`src/rtl/fifo_packetizer_pkg.sv`:
```
// Shared definitions for the FIFO packetizer: FSM state encoding and the
// helper that sizes counters from their maximum value.
package fifo_packetizer_pkg;

    typedef logic [1:0] state_t;

    localparam state_t ST_IDLE = 2'd0;
    localparam state_t ST_HOLD = 2'd1;
    localparam state_t ST_SEND = 2'd2;

    // Bits needed to hold the values 0..max_count (never less than one bit)
    function automatic int cnt_width(input int max_count);
        int w;
        w = $clog2(max_count + 1);
        return (w < 1) ? 1 : w;
    endfunction

endpackage

```
`src/rtl/fifo_packetizer.sv`:
```
// Drains a first-word-fall-through FIFO and emits its words as framed packets
// on a valid/ready stream. A packet closes at MAX_LEN words, or when the FIFO
// stays empty for TIMEOUT cycles after the most recent pop.
module fifo_packetizer
    import fifo_packetizer_pkg::*;
#(
    parameter int DATA_WIDTH = 8,
    parameter int MAX_LEN    = 16,
    parameter int TIMEOUT    = 32
) (
    input  logic                  clk,
    input  logic                  reset,
    input  logic                  fifo_val,
    input  logic [DATA_WIDTH-1:0] fifo_dataout,
    output logic                  fifo_read,
    output logic [DATA_WIDTH-1:0] out_data,
    output logic                  out_valid,
    input  logic                  out_ready,
    output logic                  out_first,
    output logic                  out_last
);

    localparam int CW = cnt_width(MAX_LEN);
    localparam int TW = cnt_width(TIMEOUT - 1);

    localparam logic [CW-1:0] MAX_CNT  = CW'(MAX_LEN);
    localparam logic [CW-1:0] CNT_ONE  = CW'(1);
    localparam logic [TW-1:0] TMO_LAST = TW'(TIMEOUT - 1);
    localparam logic [TW-1:0] TMR_ONE  = TW'(1);

    state_t                r_state;
    logic [DATA_WIDTH-1:0] r_hold;
    logic [CW-1:0]         r_cnt;
    logic [TW-1:0]         r_t;
    logic                  r_last;

    logic w_send;
    logic w_accept;
    logic w_full;
    logic w_decide;
    logic w_decide_last;

    assign w_send   = (r_state == ST_SEND);
    assign w_accept = w_send && out_ready;
    assign w_full   = (r_cnt == MAX_CNT);

    // A word may only leave HOLD once its framing is known: full packet and
    // timeout both close it, a waiting FIFO word keeps it open.
    assign w_decide      = w_full || fifo_val || (r_t == TMO_LAST);
    assign w_decide_last = w_full || !fifo_val;

    // Pops happen only from IDLE or on acceptance of a non-final word; both
    // lead to HOLD, so two pops are never back to back.
    assign fifo_read = !reset &&
                       (((r_state == ST_IDLE) && fifo_val) || (w_accept && !r_last));

    // Output stream is decoded from state so nothing combinational reaches it
    assign out_valid = w_send;
    assign out_data  = w_send ? r_hold : '0;
    assign out_first = w_send && (r_cnt == CNT_ONE);
    assign out_last  = w_send && r_last;

    // Control: FSM, packet word counter and idle timer
    always_ff @(posedge clk or posedge reset) begin
        if (reset) begin
            r_state <= ST_IDLE;
            r_cnt   <= '0;
            r_t     <= '0;
            r_last  <= 1'b0;
        end else begin
            case (r_state)
                ST_IDLE: begin
                    if (fifo_read) begin
                        r_cnt   <= r_cnt + CNT_ONE;
                        r_t     <= '0;
                        r_state <= ST_HOLD;
                    end
                end
                ST_HOLD: begin
                    if (w_decide) begin
                        r_last  <= w_decide_last;
                        r_state <= ST_SEND;
                    end else begin
                        r_t <= r_t + TMR_ONE;
                    end
                end
                ST_SEND: begin
                    if (w_accept) begin
                        if (r_last) begin
                            r_cnt   <= '0;
                            r_state <= ST_IDLE;
                        end else begin
                            r_cnt   <= r_cnt + CNT_ONE;
                            r_t     <= '0;
                            r_state <= ST_HOLD;
                        end
                    end
                end
                default: begin
                    r_state <= ST_IDLE;
                end
            endcase
        end
    end

    // Hold register captures the FIFO head on every pop; it is left out of
    // reset because out_data is gated by state instead
    always_ff @(posedge clk) begin
        if (fifo_read) begin
            r_hold <= fifo_dataout;
        end
    end

    a_read_spacing: assert property (@(posedge clk) disable iff (reset)
        fifo_read |=> !fifo_read);

    a_read_needs_val: assert property (@(posedge clk) disable iff (reset)
        fifo_read |-> fifo_val);

    a_cnt_bound: assert property (@(posedge clk) disable iff (reset)
        r_cnt <= MAX_CNT);

    a_stall_stable: assert property (@(posedge clk) disable iff (reset)
        (out_valid && !out_ready) |=>
            (out_valid && $stable(out_data) && $stable(out_first) && $stable(out_last)));

endmodule
```
`config.mk`:
```
export PLATFORM = sky130hd
export DESIGN_NAME = fifo_packetizer
export DESIGN_NICKNAME = d
export VERILOG_FILES = /design/src/rtl/fifo_packetizer_pkg.sv /design/src/rtl/fifo_packetizer.sv
export SDC_FILE = /design/constraint.sdc
export NUM_CORES = 1
export LEC_CHECK = 0
export CAP_MARGIN = 15
export CORE_ASPECT_RATIO = 0.8
export CORE_MARGIN = 1.5
export CORE_UTILIZATION = 53
export DETAILED_ROUTE_END_ITERATION = 12
export PLACE_DENSITY = 0.83
export SLEW_MARGIN = 10
export SYNTH_ARGS = -nofsm -noshare
export SYNTH_HDL_FRONTEND = slang
export SYNTH_SLANG_ARGS = --single-unit
```
`constraint.sdc`:
```
create_clock -name clk -period 5 [get_ports clk]
set_input_delay 1 -clock clk [delete_from_list [all_inputs] [get_ports clk]]
set_output_delay 1 -clock clk [all_outputs]
set_load 0.01 [all_outputs]
```
# After elaboration in Yosys (flattened, before gate mapping)
# Cells that the tools add are included.
# totals
register_bits,21
inputBits,12
out_inout_bits,12
# classes
n_addsub,2
n_eq_ne,10
muxes,15
reduce_logical,20
# ops
cell,count
two-way mux 5 bit,7
case mux 5 bit (3 select lines),1
adder 5 x 1 -> 5 bit (second input constant),2
== test 5 bit (second input constant),2
case mux 5 bit (2 select lines),1
two-way mux 8 bit,1
inequality test 2 bit (second input constant),4
logical AND 1 bit,6
two-way mux 2 bit,3
case mux 2 bit (3 select lines),1
AND reduction 3 bit,2
== test 5 x 1 -> 1 bit (second input constant),1
AND reduction 5 bit,1
logical OR 1 bit,4
zero test 1 bit,3
nonzero test 3 bit,1
== test 2 x 1 -> 1 bit (second input constant),1
== test 2 bit (second input constant),1
zero test 2 bit,1
inequality test 2 x 1 -> 1 bit (second input constant),1
AND reduction 2 bit,1
nonzero test 2 bit,1
two-way mux 1 bit,1

# Depth between registers and ports, before layout
# Gate-level depths: netlist of run 1.
# logic_depth
depth_word,7
depth_mapped,6
ltp_nobuf,6

# Least setup slack after synthesis of run 1
# OpenSTA, ideal clock, no wires.
# synth_path
path_type,input to output
startpoint,in out_ready
endpoint,out fifo_read
t_arrival_ps,1970
slack_ps,2030
path_stages,3
path_cell_list,nand2_1 -> a2bb2oi_1 -> nor3_1
# synth_via
elab_chain_cells,4
# synth_lines
item,line_no,source
from (decl),fifo_packetizer.sv:18,"input logic out_ready,"
logical AND 1 bit,fifo_packetizer.sv:44,assign w_accept = w_send && out_ready;
logical AND 1 bit,fifo_packetizer.sv:55,(((r_state == ST_IDLE) && fifo_val) || (w_accept && !r_last));
logical OR 1 bit,fifo_packetizer.sv:55,
logical AND 1 bit,fifo_packetizer.sv:54,assign fifo_read = !reset &&
to (decl),fifo_packetizer.sv:15,"output logic fifo_read,"
# Every way passes these cells.

# Worst setup path after layout of run 1
# Ends and elaborated chain as after synthesis.

==> results of run 1 <==
-- power groups by stage --
stage / sequential [W] / combinational, W / clock, W
3_5_place_dp: 0.000264 / 0.000228 / 0
4_1_cts: 0.000261 / 0.000229 / 0.0000818
3_3_place_gp: 0.000263 / 0.000213 / 0
2_1_floorplan: 0.000249 / 0.000160 / 0
6_report: 0.000261 / 0.000228 / 0.0000830
5_1_grt: 0.000269 / 0.000250 / 0.0000892
-- metrics by stage --
step	power, W	utilization	cells	hold WS, ns
floorplan	0.000409	-	100	0.473
global placement	0.000475	0.702	144	0.489
detailed placement	0.000492	0.702	144	0.499
CTS	0.000571	0.716	148	0.517
global route	0.000609	0.716	148	0.571
finish	0.000573	0.716	148	0.520
-- registers in the layout, summed over array words and instances, names as in the netlist --
signal and count:
r_cnt 5, r_hold 8, r_last 1, r_state 2, r_t 5
-- worst register-to-register path, delay by kind of cell (launching register included) --
| kind | cells | cell delay (ns) |
|---|---|---|
| and+or+nand+nor | 2 | 0.80 |
| muxes | 1 | 0.32 |
| DFF | 1 | 0.43 |
| adders and majority gates | 2 | 0.47 |
-- logic make-up (layout without fill, tap and decap cells) --
kind of cell | after synthesis | in the layout | share of synthesized area
and+or+nand+nor | 44 | 44 | 0.254
xor gates and xnor gates | 1 | 1 | 0.00781
buffers and inverters | 11 | 35 | 0.0457
muxes | 4 | 4 | 0.0446
AOI/OAI and AO/OA | 14 | 14 | 0.0881
DFF | 21 | 21 | 0.504
adders and majority gates | 5 | 5 | 0.0557
-- final cells by class --
type | instances | area [sq um]
sequential | 21 | 566
inverter | 7 | 26.3
tap | 24 | 30.0
fill | 158 | 553
multi-input combinational | 68 | 505
timing repair buffer | 24 | 238
clock buffer | 4 | 26.3
-- worst max-delay path by stage --
stage	cells past startpoint	start	end
floorplan	3	out_ready	fifo_read
global placement	6	out_ready	fifo_read
detailed placement	6	out_ready	fifo_read
CTS	6	out_ready	fifo_read
global route	6	out_ready	fifo_read
finish	6	out_ready	fifo_read
-- placed cells by master, fill, tap and decap left out, drive strengths merged, types with 2 or more instances in the layout --
| master | Yosys | layout |
|---|---|---|
| mux2i | 2 | 2 |
| and2 | 11 | 11 |
| o211ai | 2 | 2 |
| nand2 | 4 | 4 |
| dfrtp | 13 | 13 |
| mux2 | 2 | 2 |
| clkdlybuf4s50 | 0 | 23 |
| and3 | 3 | 3 |
| edfxtp | 8 | 8 |
| or3b | 2 | 2 |
| nand2b | 3 | 3 |
| or4b | 2 | 2 |
| o31ai | 2 | 2 |
| inv | 7 | 7 |
| clkbuf | 1 | 4 |
| o21ai | 2 | 2 |
| a21oi | 3 | 3 |
| nor2b | 2 | 2 |
| nand3 | 11 | 11 |
| ha | 5 | 5 |
-- layer usage --
| metal | GRT usage | wire (microns) |
|---|---|---|
| met1 | 0.295 | 1090 |
| met2 | 0.357 | 1180 |
| met3 | 0.0608 | 94 |
| met4 | 0.0650 | 43 |
| met5 | 0 | 0 |
==> summary.md, run 1 <==
| Metric | Value |
|---|---|
| Worst reg-to-reg path cell count | `5` |
| Crit-path cells | `clkdlybuf4s50_1, nand2_1, a2bb2oi_1, nor3_1, buf_4, clkdlybuf4s50_1` |
| Fin Clk Skew | `0.00168 ns` |
| Buffers on Ports | `23` |
| Layout cells sized above 1 | `0.105` |
| Top Ports | `24` |
| Yosys warns | `0` |
| Synth Flop Type | `dfrtp_1` |
| WP buf/inv | `3` |
| Pin count of the biggest net entering global routing | `14` |
| Most frequent CP cell | `clkdlybuf4s50_1` |
| Distinct cells, synth | `36` |
| PD cells | `411 mW/mm^2` |
| Wirelength per Cell | `16.3 microns` |
| Arrival @ worst endpoint | `2.66 ns` |
| DIE WIDTH | `54.5 microns` |
| CP peak stage delay | `0.55 ns` |
| Vias per cell | `5.74` |
| MaxCap Viol Count | `0` |
| Mapped Area | `0.00112 sq mm` |
| Comb pwr share | `0.399` |
| Commonest cells in the netlist | `13 x dfrtp_1, 11 x nand3_1, 10 x and2_1` |
| Leading area contributor after synthesis | `dfrtp_1` |
| Peak VDD IR | `315 uV` |
| Clock buffer depth | `2` |
| Fin crit share | `0.733` |
| Cell area after layout | `0.00139 sq mm` |
| Register share of total power | `0.456` |
| Area contributors post-synth | `dfrtp_1 29%, edfxtp_1 21%, and2_1 5.6%, ha_1 5.6%, nand3_1 4.9%` |
| Mapped Nets | `117` |
| RSZ-0062 raised after global routing | `no` |
| Routed Antenna Nets | `0` |
| Final setup violation count | `0` |
| Hold path cells | `1` |
| Critical path class | `input pin to output port` |
| DR vias | `850` |
| Die height | `44.2 microns` |
| PostCTS Resize Cnt | `0` |
| Detailed Route WL | `2.41 mm` |
| Post-DP HPWL | `1.83 mm` |
| Clock latency on the worst-skew pair | `0.30 ns` |
| Worst Setup End Kind | `output port` |
| Register area share after synthesis | `0.504` |
| Die ar. | `0.00240 sq mm` |
| Largest delay contributor family on the critical path | `buffers and inverters` |
| Reg2reg setup slack | `2.88 ns` |
| Clock power frac | `0.145` |
| Status | `completed` |
| P_leak | `0.599 nW` |
| Crit path required time | `4.00 ns` |
| Diode count | `0` |
| Number of enable flip-flop cells after synthesis | `8` |
| Synth Instances | `100` |
| Gpl congestion | `0.749` |
| # rows | `14` |
| Reg2reg end | `r_t[4]` |
| R2R Path Start | `r_t[0]` |
| DRC | `0` |
| Slew headroom | `0.627` |
| CTS tree | `yes` |
| Worst Min Path Start | `r_t[0]` |
| CP Launch Type | `input pin` |
| Most common cell in the netlist | `dfrtp_1` |
| Top fanout value on the critical path | `9` |
| Final Hold Viols | `0` |
| Hold Crit Endpoint | `r_t[0]` |
| Detailed router's first-iteration violation count | `16` |
| Final Max Tran Viols | `0` |
| FF+latch count, synth | `21` |
| Syn avg cell area | `11.2 sq um` |
| Setup slack after layout | `1.34 ns` |
| Min-delay worst type | `flip-flop to flip-flop` |
| Initial core utilization | `0.577` |
| Clock sinks | `21` |
| Sw frac | `0.357` |
| First-pass GRT wire length | `3.71 mm` |
| Core area | `0.00194 sq mm` |
| Initial antenna violation count | `0` |
| GR Util All Layers | `0.222` |
| Fin Setup TNS | `0 ns` |
| DP Area | `0.00137 sq mm` |
| Async SR Flop Fraction | `0.619` |
| Layout area overhead | `24.0%` |
| Share of the synthesized area in the top cell type | `0.290` |
| Minimum clock period | `3.66 ns` |
| Pre-CTS setup slack | `1.35 ns` |
| # hold bufs at CTS | `0` |
| Net switching power | `0.000205 W` |
| Worst-Margin Slew | `0.558 ns` |
| Post-CTS setup buffer count | `0` |
| Final global-route overflow total | `0` |
| Max Freq | `273 MHz` |
| CTS buffer count | `3` |
| Crit-path slowest cell | `clkdlybuf4s50_1` |
| Vias in the first global route | `801` |
| Root Buffer | `clkbuf_4` |
| 1st-pass router iterations | `4` |
| Clock transition at the registers of the reported paths | `0.12 ns` |
| Nets | `142` |
| Internal | `0.000368 W` |
| H-tree levels | `1` |
Power figures use the tool's default switching activity.
==> inputs of run 2 (changes only) <==
- CORE_UTILIZATION: 53 -> 44
- PLACE_DENSITY: 0.83 -> 0.73
- clock period: 5 -> 3.31 ns (I/O delays scaled with it)
==> run 2 against run 1 <==
  * Total power up 49%
  * Cell count rose by 8.8%
  * Clock power up 43%
  * Register-to-register slack got worse by 1.7 ns
  * Global-route usage fell by 5.0 points
  * Largest power group unchanged
==> summary.md, run 2 (synthesis gave the netlist of run 1 again) <==
| Metric | Value |
|---|---|
| Vias in the first global route | `761` |
| 1st-pass router iterations | `4` |
| Peak VDD IR | `352 uV` |
| DP Area | `0.00139 sq mm` |
| Clock transition at the registers of the reported paths | `0.11 ns` |
| Post-CTS setup buffer count | `0` |
| Layout area overhead | `26.0%` |
| Top Ports | `24` |
| CTS tree | `yes` |
| Wirelength per Cell | `14.2 microns` |
| Nets | `143` |
| Post-DP HPWL | `1.80 mm` |
| First-pass GRT wire length | `3.55 mm` |
| H-tree levels | `1` |
| Gpl congestion | `0.818` |
| Hold path cells | `1` |
| Clock sinks | `21` |
| Worst reg-to-reg path cell count | `5` |
| Overall Power | `0.000856 W` |
| Clock buffer depth | `2` |
| Fin crit share | `0.859` |
| Initial antenna violation count | `0` |
| Pin count of the biggest net entering global routing | `14` |
| CP Launch Type | `input pin` |
| Top fanout value on the critical path | `4` |
| # hold bufs at CTS | `0` |
| Root Buffer | `clkbuf_4` |
| Die ar. | `0.00286 sq mm` |
| Fin util | `0.579` |
| MaxCap Viol Count | `0` |
| DIE WIDTH | `59.5 microns` |
| Worst Setup End Kind | `output port` |
| Worst-Margin Slew | `0.540 ns` |
| Reg2reg setup slack | `1.20 ns` |
| Max reg flops | `8` |
| Minimum clock period | `2.84 ns` |
| Initial core utilization | `0.460` |
| Cell area after layout | `0.00141 sq mm` |
| Vias per cell | `5.10` |
| Detailed router's first-iteration violation count | `17` |
| Final setup violation count | `0` |
| Slew headroom | `0.640` |
| Layout cells sized above 1 | `0.112` |
| RSZ-0062 raised after global routing | `no` |
| Critical path class | `input pin to output port` |
| Core area | `0.00244 sq mm` |
| DRC | `0` |
| Status | `completed` |
| Fin Clk Skew | `0.00253 ns` |
| Arrival @ worst endpoint | `2.18 ns` |
| Die height | `48.2 microns` |
| Diode count | `0` |
| Final global-route overflow total | `0` |
| PostCTS Resize Cnt | `0` |
| GR Util All Layers | `0.173` |
| DR vias | `821` |
| P_leak | `0.604 nW` |
| Final Max Tran Viols | `0` |
| Fin Setup TNS | `0 ns` |
| Final Hold Viols | `0` |
| Max Freq | `352 MHz` |
| # fillers | `237` |
| Crit path required time | `2.65 ns` |
| # rows | `16` |
| PD cells | `605 mW/mm^2` |
| Commonest non-fill, non-tap cell in the layout | `clkdlybuf4s50_1` |
| Min-delay worst type | `flip-flop to flip-flop` |
| CTS buffer count | `3` |
| Most frequent cells in the layout | `23 x clkdlybuf4s50_1, 13 x dfrtp_1, 11 x nand3_1` |
| Largest Register | `r_hold` |
| Clock latency on the worst-skew pair | `0.30 ns` |
| Detailed Route WL | `2.29 mm` |
| Buffers on Ports | `23` |
| Regs by FF count | `r_hold (8), r_cnt (5), r_t (5)` |
| Routed Antenna Nets | `0` |
run 2: cell count changes in the layout (fill, tap and decap cells not counted):
cell / before / now
buf_4: 1 / 2
run 2: stage by stage:
| step | hold WS (ns) | instances | setup WS [ns] |
|---|---|---|---|
| after global placement | 0.501 | 157 | 0.478 |
| after detailed placement | 0.527 | 157 | 0.460 |
| final | 0.535 | 161 | 0.466 |
| after CTS | 0.540 | 161 | 0.451 |
| after global routing | 0.571 | 161 | 0.345 |
| after floorplan | 0.473 | 100 | 1.02 |
run 2: layout make-up:
class / instances / area [sq um] / area share
clock buffers: 4 / 26.3 / 0.0186
inverters: 7 / 26.3 / 0.0186
multi-input cells: 68 / 505 / 0.358
flip-flops and latches: 21 / 566 / 0.400
well taps: 36 / 45.0 / 0.0319
repair buffers: 25 / 245 / 0.173
run 2: final timing paths:
check                                   to       from
max in group asynchronous           r_t[4]      reset
min in group asynchronous       r_state[1]      reset
worst min-delay path                r_t[0]     r_t[0]
worst max register to register      r_t[4]     r_t[0]
worst max-delay path             fifo_read  out_ready
worst min register to register      r_t[0]     r_t[0]
run 2: where the power goes:
group,leakage [nW],internal [W],switching [W]
sequential,0.236,0.000333,0.0000625
clock,0.0150,0.0000469,0.0000723
combinational,0.354,0.000180,0.000161
total,0.604,0.000560,0.000295
run 2: worst max-delay path, stage by stage:
cell	delay, ns
clkdlybuf4s50_1	0.52
nand2_1	0.07
a2bb2oi_1	0.15
nor3_1	0.20
clkdlybuf4s50_1	0.58
run 2: metal layers:
layer  vias to the layer above  global-route usage  routed length [microns]
li1                        410                   -                        -
met4                         0              0.0136                        0
met2                        10               0.297                     1190
met3                         0              0.0557                       67
met5                         -                   0                        0
met1                       401               0.227                     1040
